**src/rtl/chnl_tx_pkg.sv**
```systemverilog
// Shared types and helpers for the CHNL transmitter.
package chnl_tx_pkg;

  typedef enum logic [1:0] {
    S_IDLE = 2'd0,
    S_REQ  = 2'd1,
    S_SEND = 2'd2
  } state_t;

  function automatic int beats_of(input int tx_len, input int pci_width);
    return tx_len / (pci_width / 32);
  endfunction

endpackage

```
**src/rtl/chnl_tx_repack.sv**
```systemverilog
// Width repacker: gathers/splits IN lanes into OUT lanes of W bits, first lane lowest.
// Latency: output valid the cycle after the completing input; i_rdy drops when IN lanes no longer fit.
module chnl_tx_repack #(
  parameter int IN  = 1,
  parameter int OUT = 2,
  parameter int W   = 32
) (
  input  logic              clk,
  input  logic              rst_ni,
  input  logic              i_val,
  output logic              i_rdy,
  input  logic [IN*W-1:0]   i_data,
  output logic              o_val,
  input  logic              o_rdy,
  output logic [OUT*W-1:0]  o_data
);

  localparam int CAP = IN + OUT;
  localparam int BW  = CAP * W;
  localparam int CW  = $clog2(CAP + 1);

  logic [BW-1:0] buf_q, buf_d;
  logic [CW-1:0] cnt_q, cnt_d;
  logic          push, pop;
  int            sh;

  assign i_rdy  = (cnt_q <= CW'(CAP - IN));
  assign o_val  = (cnt_q >= CW'(OUT));
  assign o_data = buf_q[OUT*W-1:0];
  assign push   = i_val && i_rdy;
  assign pop    = o_val && o_rdy;

  // Lanes above cnt_q are kept zero so new words can be OR-ed in place.
  always_comb begin
    buf_d = buf_q;
    cnt_d = cnt_q;
    sh    = 0;
    if (pop) begin
      buf_d = buf_q >> (OUT * W);
      cnt_d = cnt_q - CW'(OUT);
    end
    if (push) begin
      sh    = int'(cnt_d) * W;
      buf_d = buf_d | (BW'(i_data) << sh);
      cnt_d = cnt_d + CW'(IN);
    end
  end

  always_ff @(posedge clk or negedge rst_ni) begin
    if (!rst_ni) begin
      buf_q <= '0;
      cnt_q <= '0;
    end else begin
      buf_q <= buf_d;
      cnt_q <= cnt_d;
    end
  end

endmodule

```
**src/rtl/chnl_tx_slice.sv**
```systemverilog
// Single-entry register slice; one cycle latency.
// Accepts a new word whenever empty or being drained the same cycle.
module chnl_tx_slice #(
  parameter int WIDTH = 64
) (
  input  logic             clk,
  input  logic             rst_ni,
  input  logic             i_val,
  output logic             i_rdy,
  input  logic [WIDTH-1:0] i_data,
  output logic             o_val,
  input  logic             o_rdy,
  output logic [WIDTH-1:0] o_data
);

  assign i_rdy = !o_val || o_rdy;

  always_ff @(posedge clk or negedge rst_ni) begin
    if (!rst_ni) begin
      o_val  <= 1'b0;
      o_data <= '0;
    end else if (i_rdy) begin
      o_val <= i_val;
      if (i_val) o_data <= i_data;
    end
  end

endmodule

```
**src/rtl/chnl_tx.sv**
```systemverilog
// Riffa CHNL transmitter: repacks a valid/ready stream into fixed TX_LEN-dword host transactions.
// Latency: repacker + slice register + request/ACK round trip; i_rdy follows repacker backpressure.
module chnl_tx
  import chnl_tx_pkg::*;
#(
  parameter int C_PCI_DATA_WIDTH = 32,
  parameter int TX_WIDTH         = 32,
  parameter int GCD              = 32,
  parameter int TX_LEN           = 1024
) (
  input  logic                        clk,
  input  logic                        rst,
  input  logic                        i_val,
  output logic                        i_rdy,
  input  logic [TX_WIDTH-1:0]         i_data,
  output logic                        CHNL_TX_CLK,
  output logic                        CHNL_TX,
  input  logic                        CHNL_TX_ACK,
  output logic                        CHNL_TX_LAST,
  output logic [31:0]                 CHNL_TX_LEN,
  output logic [30:0]                 CHNL_TX_OFF,
  output logic [C_PCI_DATA_WIDTH-1:0] CHNL_TX_DATA,
  output logic                        CHNL_TX_DATA_VALID,
  input  logic                        CHNL_TX_DATA_REN
);

  localparam int BEATS = beats_of(TX_LEN, C_PCI_DATA_WIDTH);

  logic                        rst_n;
  logic                        rp_val, rp_rdy;
  logic [C_PCI_DATA_WIDTH-1:0] rp_data;
  logic                        sl_val, sl_rdy;
  logic [C_PCI_DATA_WIDTH-1:0] sl_data;

  state_t      state_q, state_d;
  logic [31:0] cnt_left_q, cnt_left_d;

  assign rst_n        = ~rst;
  assign CHNL_TX_CLK  = clk;
  assign CHNL_TX_LAST = 1'b1;
  assign CHNL_TX_LEN  = 32'(TX_LEN);
  assign CHNL_TX_OFF  = '0;
  assign CHNL_TX_DATA = sl_data;

  chnl_tx_repack #(
    .IN  (TX_WIDTH / GCD),
    .OUT (C_PCI_DATA_WIDTH / GCD),
    .W   (GCD)
  ) u_repack (
    .clk    (clk),
    .rst_ni (rst_n),
    .i_val  (i_val),
    .i_rdy  (i_rdy),
    .i_data (i_data),
    .o_val  (rp_val),
    .o_rdy  (rp_rdy),
    .o_data (rp_data)
  );

  chnl_tx_slice #(
    .WIDTH (C_PCI_DATA_WIDTH)
  ) u_slice (
    .clk    (clk),
    .rst_ni (rst_n),
    .i_val  (rp_val),
    .i_rdy  (rp_rdy),
    .i_data (rp_data),
    .o_val  (sl_val),
    .o_rdy  (sl_rdy),
    .o_data (sl_data)
  );

  always_ff @(posedge clk or posedge rst) begin
    if (rst) begin
      state_q    <= S_IDLE;
      cnt_left_q <= '0;
    end else begin
      state_q    <= state_d;
      cnt_left_q <= cnt_left_d;
    end
  end

  // The slice only drains during S_SEND, so a request always has data behind it.
  always_comb begin
    state_d            = state_q;
    cnt_left_d         = cnt_left_q;
    CHNL_TX            = 1'b0;
    CHNL_TX_DATA_VALID = 1'b0;
    sl_rdy             = 1'b0;
    case (state_q)
      S_IDLE: begin
        if (sl_val) begin
          state_d    = S_REQ;
          cnt_left_d = 32'(BEATS);
        end
      end
      S_REQ: begin
        CHNL_TX = 1'b1;
        if (CHNL_TX_ACK) state_d = S_SEND;
      end
      S_SEND: begin
        CHNL_TX            = 1'b1;
        CHNL_TX_DATA_VALID = sl_val;
        sl_rdy             = CHNL_TX_DATA_REN;
        if (sl_val && CHNL_TX_DATA_REN) begin
          cnt_left_d = cnt_left_q - 32'd1;
          if (cnt_left_q == 32'd1) state_d = S_IDLE;
        end
      end
      default: state_d = S_IDLE;
    endcase
  end

endmodule
```
**config.mk**
```make
export PLATFORM = sky130hd
export DESIGN_NAME = chnl_tx
export DESIGN_NICKNAME = d
export VERILOG_FILES = /design/src/rtl/chnl_tx_pkg.sv /design/src/rtl/chnl_tx_repack.sv /design/src/rtl/chnl_tx_slice.sv /design/src/rtl/chnl_tx.sv
export SDC_FILE = /design/constraint.sdc
export NUM_CORES = 1
export LEC_CHECK = 0
export CAP_MARGIN = 10
export CORE_ASPECT_RATIO = 1.4
export CORE_UTILIZATION = 52
export CTS_CLUSTER_SIZE = 40
export DETAILED_ROUTE_END_ITERATION = 16
export PLACE_DENSITY = 0.81
export SYNTH_ARGS = -nofsm -noshare
export SYNTH_HDL_FRONTEND = slang
export SYNTH_SLANG_ARGS = --single-unit
```
**constraint.sdc**
```tcl
create_clock -name clk -period 6.6 [get_ports clk]
set_input_delay 1.65 -clock clk [delete_from_list [all_inputs] [get_ports clk]]
set_output_delay 1.65 -clock clk [all_outputs]
set_load 0.03 [all_outputs]
```
==> results of run 1 <==
[per-stage QoR]
stage,setup slack [ns],cells
final,0.815,916
after global routing,0.812,916
after CTS,0.809,916
after detailed placement,1.09,881
after global placement,1.09,881
after floorplan,1.40,763
[kinds of logic after synthesis]
group / count (synthesis) / share of synthesized area
multiplexers: 7 / 0.0108
XOR/XNOR: 9 / 0.0119
adder cells (fa/ha/maj): 7 / 0.0132
other: 2 / 0.00113
AO/OA/AOI/OAI: 117 / 0.141
AND/OR/NAND/NOR: 308 / 0.213
flip-flops: 133 / 0.503
buffers and inverters: 118 / 0.106
[per-layer routing]
metal / track usage / wire length, um
met1: 0.256 / 5640
met2: 0.385 / 7420
met3: 0.0557 / 736
met4: 0.0866 / 213
met5: 0 / 0
[cell usage after synthesis (2+ instances only)]
| cell type | number | area share |
|---|---|---|
| a21oi_1 | 9 | 0.0068 |
| a311oi_1 | 2 | 0.0026 |
| a31oi_1 | 9 | 0.0085 |
| a32o_1 | 32 | 0.048 |
| a41o_1 | 6 | 0.0091 |
| and2_1 | 4 | 0.0038 |
| buf_1 | 9 | 0.0051 |
| buf_4 | 65 | 0.074 |
| buf_6 | 2 | 0.0034 |
| clkbuf_1 | 31 | 0.018 |
| conb_1 | 2 | 0.0011 |
| dfrtp_1 | 133 | 0.50 |
| ha_1 | 7 | 0.013 |
| inv_1 | 10 | 0.0057 |
| mux2i_1 | 6 | 0.0091 |
| nand2_1 | 143 | 0.081 |
| nand2b_1 | 13 | 0.012 |
| nand3_1 | 9 | 0.0068 |
| nand3b_1 | 2 | 0.0023 |
| nand4_1 | 5 | 0.0047 |
| nor2_1 | 85 | 0.048 |
| nor2b_1 | 3 | 0.0028 |
| nor3_1 | 3 | 0.0023 |
| nor4_1 | 10 | 0.0094 |
| nor4_2 | 2 | 0.0038 |
| nor4b_1 | 4 | 0.0053 |
| o211ai_1 | 2 | 0.0023 |
| o21ai_0 | 6 | 0.0045 |
| o22ai_1 | 32 | 0.030 |
| o311ai_2 | 2 | 0.0049 |
| o31a_1 | 2 | 0.0026 |
| o31ai_1 | 3 | 0.0034 |
| o41ai_1 | 3 | 0.0040 |
| o41ai_2 | 2 | 0.0049 |
| or2_2 | 2 | 0.0019 |
| or3_1 | 7 | 0.0066 |
| or4_1 | 9 | 0.010 |
| or4_4 | 3 | 0.0051 |
| xnor2_1 | 7 | 0.0093 |
| xor2_1 | 2 | 0.0026 |
[cells in the final DEF (no fill, tap or decap), types with 7 or more instances in the layout]
| cell type | n |
|---|---|
| nor2_1 | 85 |
| xnor2_1 | 7 |
| clkdlybuf4s50_1 | 72 |
| ha_1 | 7 |
| nor4_1 | 10 |
| a32o_1 | 32 |
| nand3_1 | 9 |
| or3_1 | 7 |
| a21oi_1 | 9 |
| nand2_1 | 142 |
| nand2b_1 | 13 |
| clkbuf_16 | 20 |
| or4_1 | 9 |
| dfrtp_1 | 133 |
| conb_1 | 64 |
| a31oi_1 | 9 |
| o22ai_1 | 32 |
| inv_1 | 9 |
[worst paths after layout]
| check | start | end | slack [ns] | cells after the start |
|---|---|---|---|---|
| worst max-delay path | clk | CHNL_TX_CLK | 0.82 | 3 |
| worst min-delay path | u_slice.o_data[31] | u_slice.o_data[31] | 0.47 | 2 |
| worst min register to register | u_slice.o_data[31] | u_slice.o_data[31] | 0.47 | 2 |
| worst max register to register | state_q[0] | u_repack.buf_q[41] | 3.21 | 7 |
| max in group asynchronous | rst | cnt_left_q[11] | 3.67 | 3 |
| min in group asynchronous | rst | u_slice.o_data[20] | 1.74 | 2 |
[area by class of cell]
class                           count  area (um^2)  share of cell area
Sequential cell                   133         3330               0.426
Clock inverter                     14          143              0.0183
Inverter                           10         40.0             0.00513
Multi-Input combinational cell    512         2840               0.364
Tap cell                          150          188              0.0241
Timing Repair Buffer               75          741              0.0949
Clock buffer                       22          524              0.0672
[worst max-delay path, stage by stage]
cell             delay [ns]
clkbuf_16              0.12
clkbuf_16              0.13
clkdlybuf4s50_1        0.58
[state kept, by name (all words and copies together), names as in the netlist]
name	flops
u_repack.buf_q	64
u_slice.o_val	1
u_slice.o_data	32
cnt_left_q	32
u_repack.cnt_q	2
state_q	2
[power by group through the flow]
stage / clock network [uW] / logic, uW / registers (uW)
finish: 1040 / 1840 / 1430
global route: 1090 / 2020 / 1470
CTS: 1050 / 1850 / 1420
detailed placement: 25.2 / 1840 / 1430
global placement: 25.2 / 1760 / 1410
floorplan: 22.7 / 1240 / 1540
==> flow_metrics.env, run 1 <==
export IMPL_status="finished clean"
export IMPL_clk_pin_slew_ns=0.06
export IMPL_p_sw_uw=1810
export IMPL_cp_max_fo=2
export IMPL_grt_first_pass_wirelength_um=23200
export IMPL_holdWs_ns=0.472
export IMPL_seqPwrFrac=0.331
export IMPL_yosysUniqueCellTypes=53
export IMPL_netlist_area_mm2=0.00662
export IMPL_async_reset_ff_frac=1.00
export IMPL_io_buffers=72
export IMPL_netlist_instances=701
export IMPL_first_global_vias=5005
export IMPL_end_kind="output pin"
export IMPL_wirelength_um=14000
export IMPL_start_util=0.535
export IMPL_ios=137
export IMPL_worst_slew_pin_slew_ns=1.25
export IMPL_clk_latency_ns=0.53
export IMPL_hold_viol=0
export IMPL_area_growth_pct=17.8
export IMPL_synth_edff_count=0
export IMPL_relSlewSlack=0.170
export IMPL_report_power_total_uw=4310
export IMPL_grt_total_usage=0.219
export IMPL_nFillCells=1013
export IMPL_grt_max_degree=100
export IMPL_vias_per_cell=5.60
export IMPL_hpwl_um=9020
export IMPL_slew_viol_final=0
export IMPL_postCtsHoldBufs=0
export IMPL_leakage_uw=0.00362
export IMPL_final_setup_tns_ns=0
export IMPL_synth_flop_cell="dfrtp_1"
export IMPL_ys_ff_latch=133
export IMPL_grt_overflow=0
export IMPL_core_area_mm2=0.0124
export IMPL_cts_setup_buffers=0
export IMPL_vias=5133
export IMPL_cp_required_ns=4.95
export IMPL_die_w_um=97.4
export IMPL_min_path_type="register to register"
export IMPL_rows=48
export IMPL_antenna_found_initial=0
export IMPL_finalSetupViolCount=0
export IMPL_stdcell_area_mm2=0.00780
export IMPL_yosysWarnings=0
export IMPL_internal_power_uw=2500
export IMPL_die_area_mm2=0.0132
export IMPL_synth_area_per_cell_um2=9.45
export IMPL_place_area_mm2=0.00715
export IMPL_die_h_um=136
export IMPL_p_clk_frac=0.241
export IMPL_cp_arrival_ns=4.13
export IMPL_synth_yosys_seq_area_share=0.503
export IMPL_max_vdd_ir_drop_uv=376
export IMPL_nets=797
export IMPL_drc=0
export IMPL_antennaDiodeCount=0
export IMPL_start_kind="clock port"
export IMPL_cts_tree="done"
export IMPL_path_class="clock port to output pin"
export IMPL_drv_cap=0
export IMPL_fin_worst_skew_ns=0.00870
export IMPL_switching_share=0.419
export IMPL_rsz0062_at_grt="no"
export IMPL_wl_per_cell_um=15.3
export IMPL_cts_resized=0
export IMPL_final_util=0.631
export IMPL_gp_congestion=0.826
export IMPL_power_frac_comb=0.428
export IMPL_drt_first_pass_iters=5
export IMPL_powerDensity_mw_per_mm2=552
export IMPL_drive_gt1_frac=0.0770
export IMPL_ant_nets=0
export IMPL_drt_iter0_drc=279
(Power assumes the default switching activity.)
==> inputs of run 2 (changes only) <==
--- a/config.mk
+++ b/config.mk
@@ -7,10 +7,11 @@
 export LEC_CHECK = 0
 export CAP_MARGIN = 10
 export CORE_ASPECT_RATIO = 1.4
-export CORE_UTILIZATION = 52
+export CORE_UTILIZATION = 47
 export CTS_CLUSTER_SIZE = 40
 export DETAILED_ROUTE_END_ITERATION = 16
-export PLACE_DENSITY = 0.81
+export PLACE_DENSITY = 0.77
+export SKIP_LAST_GASP = 1
 export SYNTH_ARGS = -nofsm -noshare
 export SYNTH_HDL_FRONTEND = slang
 export SYNTH_SLANG_ARGS = --single-unit
==> constraint.sdc (replaced) <==
create_clock -name clk -period 4.9 [get_ports clk]
set_input_delay 1.225 -clock clk [delete_from_list [all_inputs] [get_ports clk]]
set_output_delay 1.225 -clock clk [all_outputs]
set_load 0.03 [all_outputs]
==> run 2 against run 1 <==
Wire length is 1.6% lower; first-iteration DRC count down 9.7%; clock skew grew 0.0039 ns; sequential share of layout area decreased by 0.44 points; clock power is 35% higher; final area grew 1.0%.
==> flow_metrics.env, run 2 (synthesized netlist as in run 1, its figures left out) <==
export IMPL_first_global_vias=4820
export IMPL_setup_ws_ns=0.392
export IMPL_start_kind="clock port"
export IMPL_cp_arrival_ns=3.28
export IMPL_clk_pin_slew_ns=0.06
export IMPL_grt_overflow=0
export IMPL_cts_setup_buffers=0
export IMPL_relSlewSlack=0.255
export IMPL_r2r_end="cnt_left_q[27]"
export IMPL_place_area_mm2=0.00723
export IMPL_vias=5084
export IMPL_finalSetupViolCount=0
export IMPL_area_growth_pct=19.1
export IMPL_cts_tree="done"
export IMPL_max_vdd_ir_drop_uv=452
export IMPL_die_area_mm2=0.0146
export IMPL_antenna_found_initial=0
export IMPL_stdcell_area_mm2=0.00789
export IMPL_top_register="u_repack.buf_q"
export IMPL_fin_worst_skew_ns=0.0126
export IMPL_ant_nets=0
export IMPL_path_class="clock port to output pin"
export IMPL_grt_first_pass_wirelength_um=23200
export IMPL_cp_required_ns=3.67
export IMPL_drt_first_pass_iters=5
export IMPL_wirelength_um=13800
export IMPL_rows=51
export IMPL_holdWs_ns=0.460
export IMPL_rsz0062_at_grt="no"
export IMPL_nets=802
export IMPL_drc=0
export IMPL_hpwl_um=8560
export IMPL_hold_viol=0
export IMPL_io_buffers=72
export IMPL_die_h_um=142
export IMPL_worst_slew_pin_slew_ns=1.11
export IMPL_holdPathStages=2
export IMPL_final_setup_tns_ns=0
export IMPL_powerDensity_mw_per_mm2=736
export IMPL_nFillCells=1215
export IMPL_top_regs="u_repack.buf_q: 64 flops, cnt_left_q: 32 flops, u_slice.o_data: 32 flops"
export IMPL_drive_gt1_frac=0.0830
export IMPL_cp_max_fo=2
export IMPL_grt_total_usage=0.205
export IMPL_place_ws_ns=0.661
export IMPL_grt_max_degree=99
export IMPL_layout_commonest_cell="nand2_1"
export IMPL_start_util=0.478
export IMPL_r2r_slack_ns=2.27
export IMPL_cts_resized=0
export IMPL_core_area_mm2=0.0138
export IMPL_postCtsHoldBufs=0
export IMPL_antennaDiodeCount=0
export IMPL_wl_per_cell_um=14.4
export IMPL_r2r_start="state_q[0]"
export IMPL_drv_cap=0
export IMPL_die_w_um=102
export IMPL_clk_latency_ns=0.52
export IMPL_hp_start="u_repack.buf_q[29]"
export IMPL_drt_iter0_drc=252
export IMPL_gp_congestion=0.773
export IMPL_rr_worst_depth=6
export IMPL_min_to="u_slice.o_data[29]"
export IMPL_min_path_type="register to register"
export IMPL_vias_per_cell=5.32
export IMPL_final_cell_mix="142 x nand2_1, 133 x dfrtp_1, 85 x nor2_1, 72 x clkdlybuf4s50_1, 64 x conb_1"
export IMPL_ios=137
export IMPL_end_kind="output pin"
export IMPL_largest_reg_flops=64
export IMPL_leakage_uw=0.00365
export IMPL_status="finished clean"
export IMPL_slew_viol_final=0
==> run 2: cell types whose count changed in the layout (fill, tap and decap cells not counted) <==
cell        change
inv_8           +1
buf_4           +5
clkinvlp_4      -1
clkinv_2        +1
inv_6           -1
==> run 2: power breakdown <==
part	switching (uW)	internal, uW	total (uW)
Clock	552	846	1400
Combinational	1540	948	2490
Sequential	323	1590	1910
Total	2420	3380	5800
==> run 2: worst max-delay path by stage <==
stage          start            end  slack (ns)  cells after the start
6_report         clk    CHNL_TX_CLK        0.39                      3
5_1_grt          clk    CHNL_TX_CLK        0.39                      3
4_1_cts          clk    CHNL_TX_CLK        0.39                      3
3_5_place_dp     clk    CHNL_TX_CLK        0.66                      1
3_3_place_gp     clk    CHNL_TX_CLK        0.66                      1
2_1_floorplan    rst  cnt_left_q[0]        0.12                      1
==> run 2: cell type report <==
| class | instances | area, um^2 | area share |
|---|---|---|---|
| inverters | 10 | 40.0 | 0.00508 |
| clock inverters | 14 | 143 | 0.0181 |
| well taps | 185 | 231 | 0.0294 |
| clock buffers | 22 | 524 | 0.0665 |
| repair buffers | 80 | 778 | 0.0987 |
| flip-flops and latches | 133 | 3330 | 0.422 |
| multi-input cells | 512 | 2840 | 0.360 |
==> run 2: worst max-delay path: stages <==
cell and delay (ns):
clkbuf_16 0.12, clkbuf_16 0.13, clkdlybuf4s50_1 0.58
==> run 2: routing by layer <==
| layer | vias to the layer above | wire, um | global-route usage |
|---|---|---|---|
| met1 | 2488 | 5790 | 0.261 |
| met3 | 19 | 618 | 0.0555 |
| met4 | 0 | 224 | 0.0895 |
| met5 | - | 0 | 0 |
| li1 | 2445 | - | - |
| met2 | 132 | 7160 | 0.326 |
==> run 2: metrics by stage <==
stage,util,power (uW),std cells
2_1_floorplan,-,3780,763
3_5_place_dp,0.522,4430,921
5_1_grt,0.569,6210,956
6_report,0.569,5800,956
4_1_cts,0.569,5840,956
3_3_place_gp,0.522,4370,921
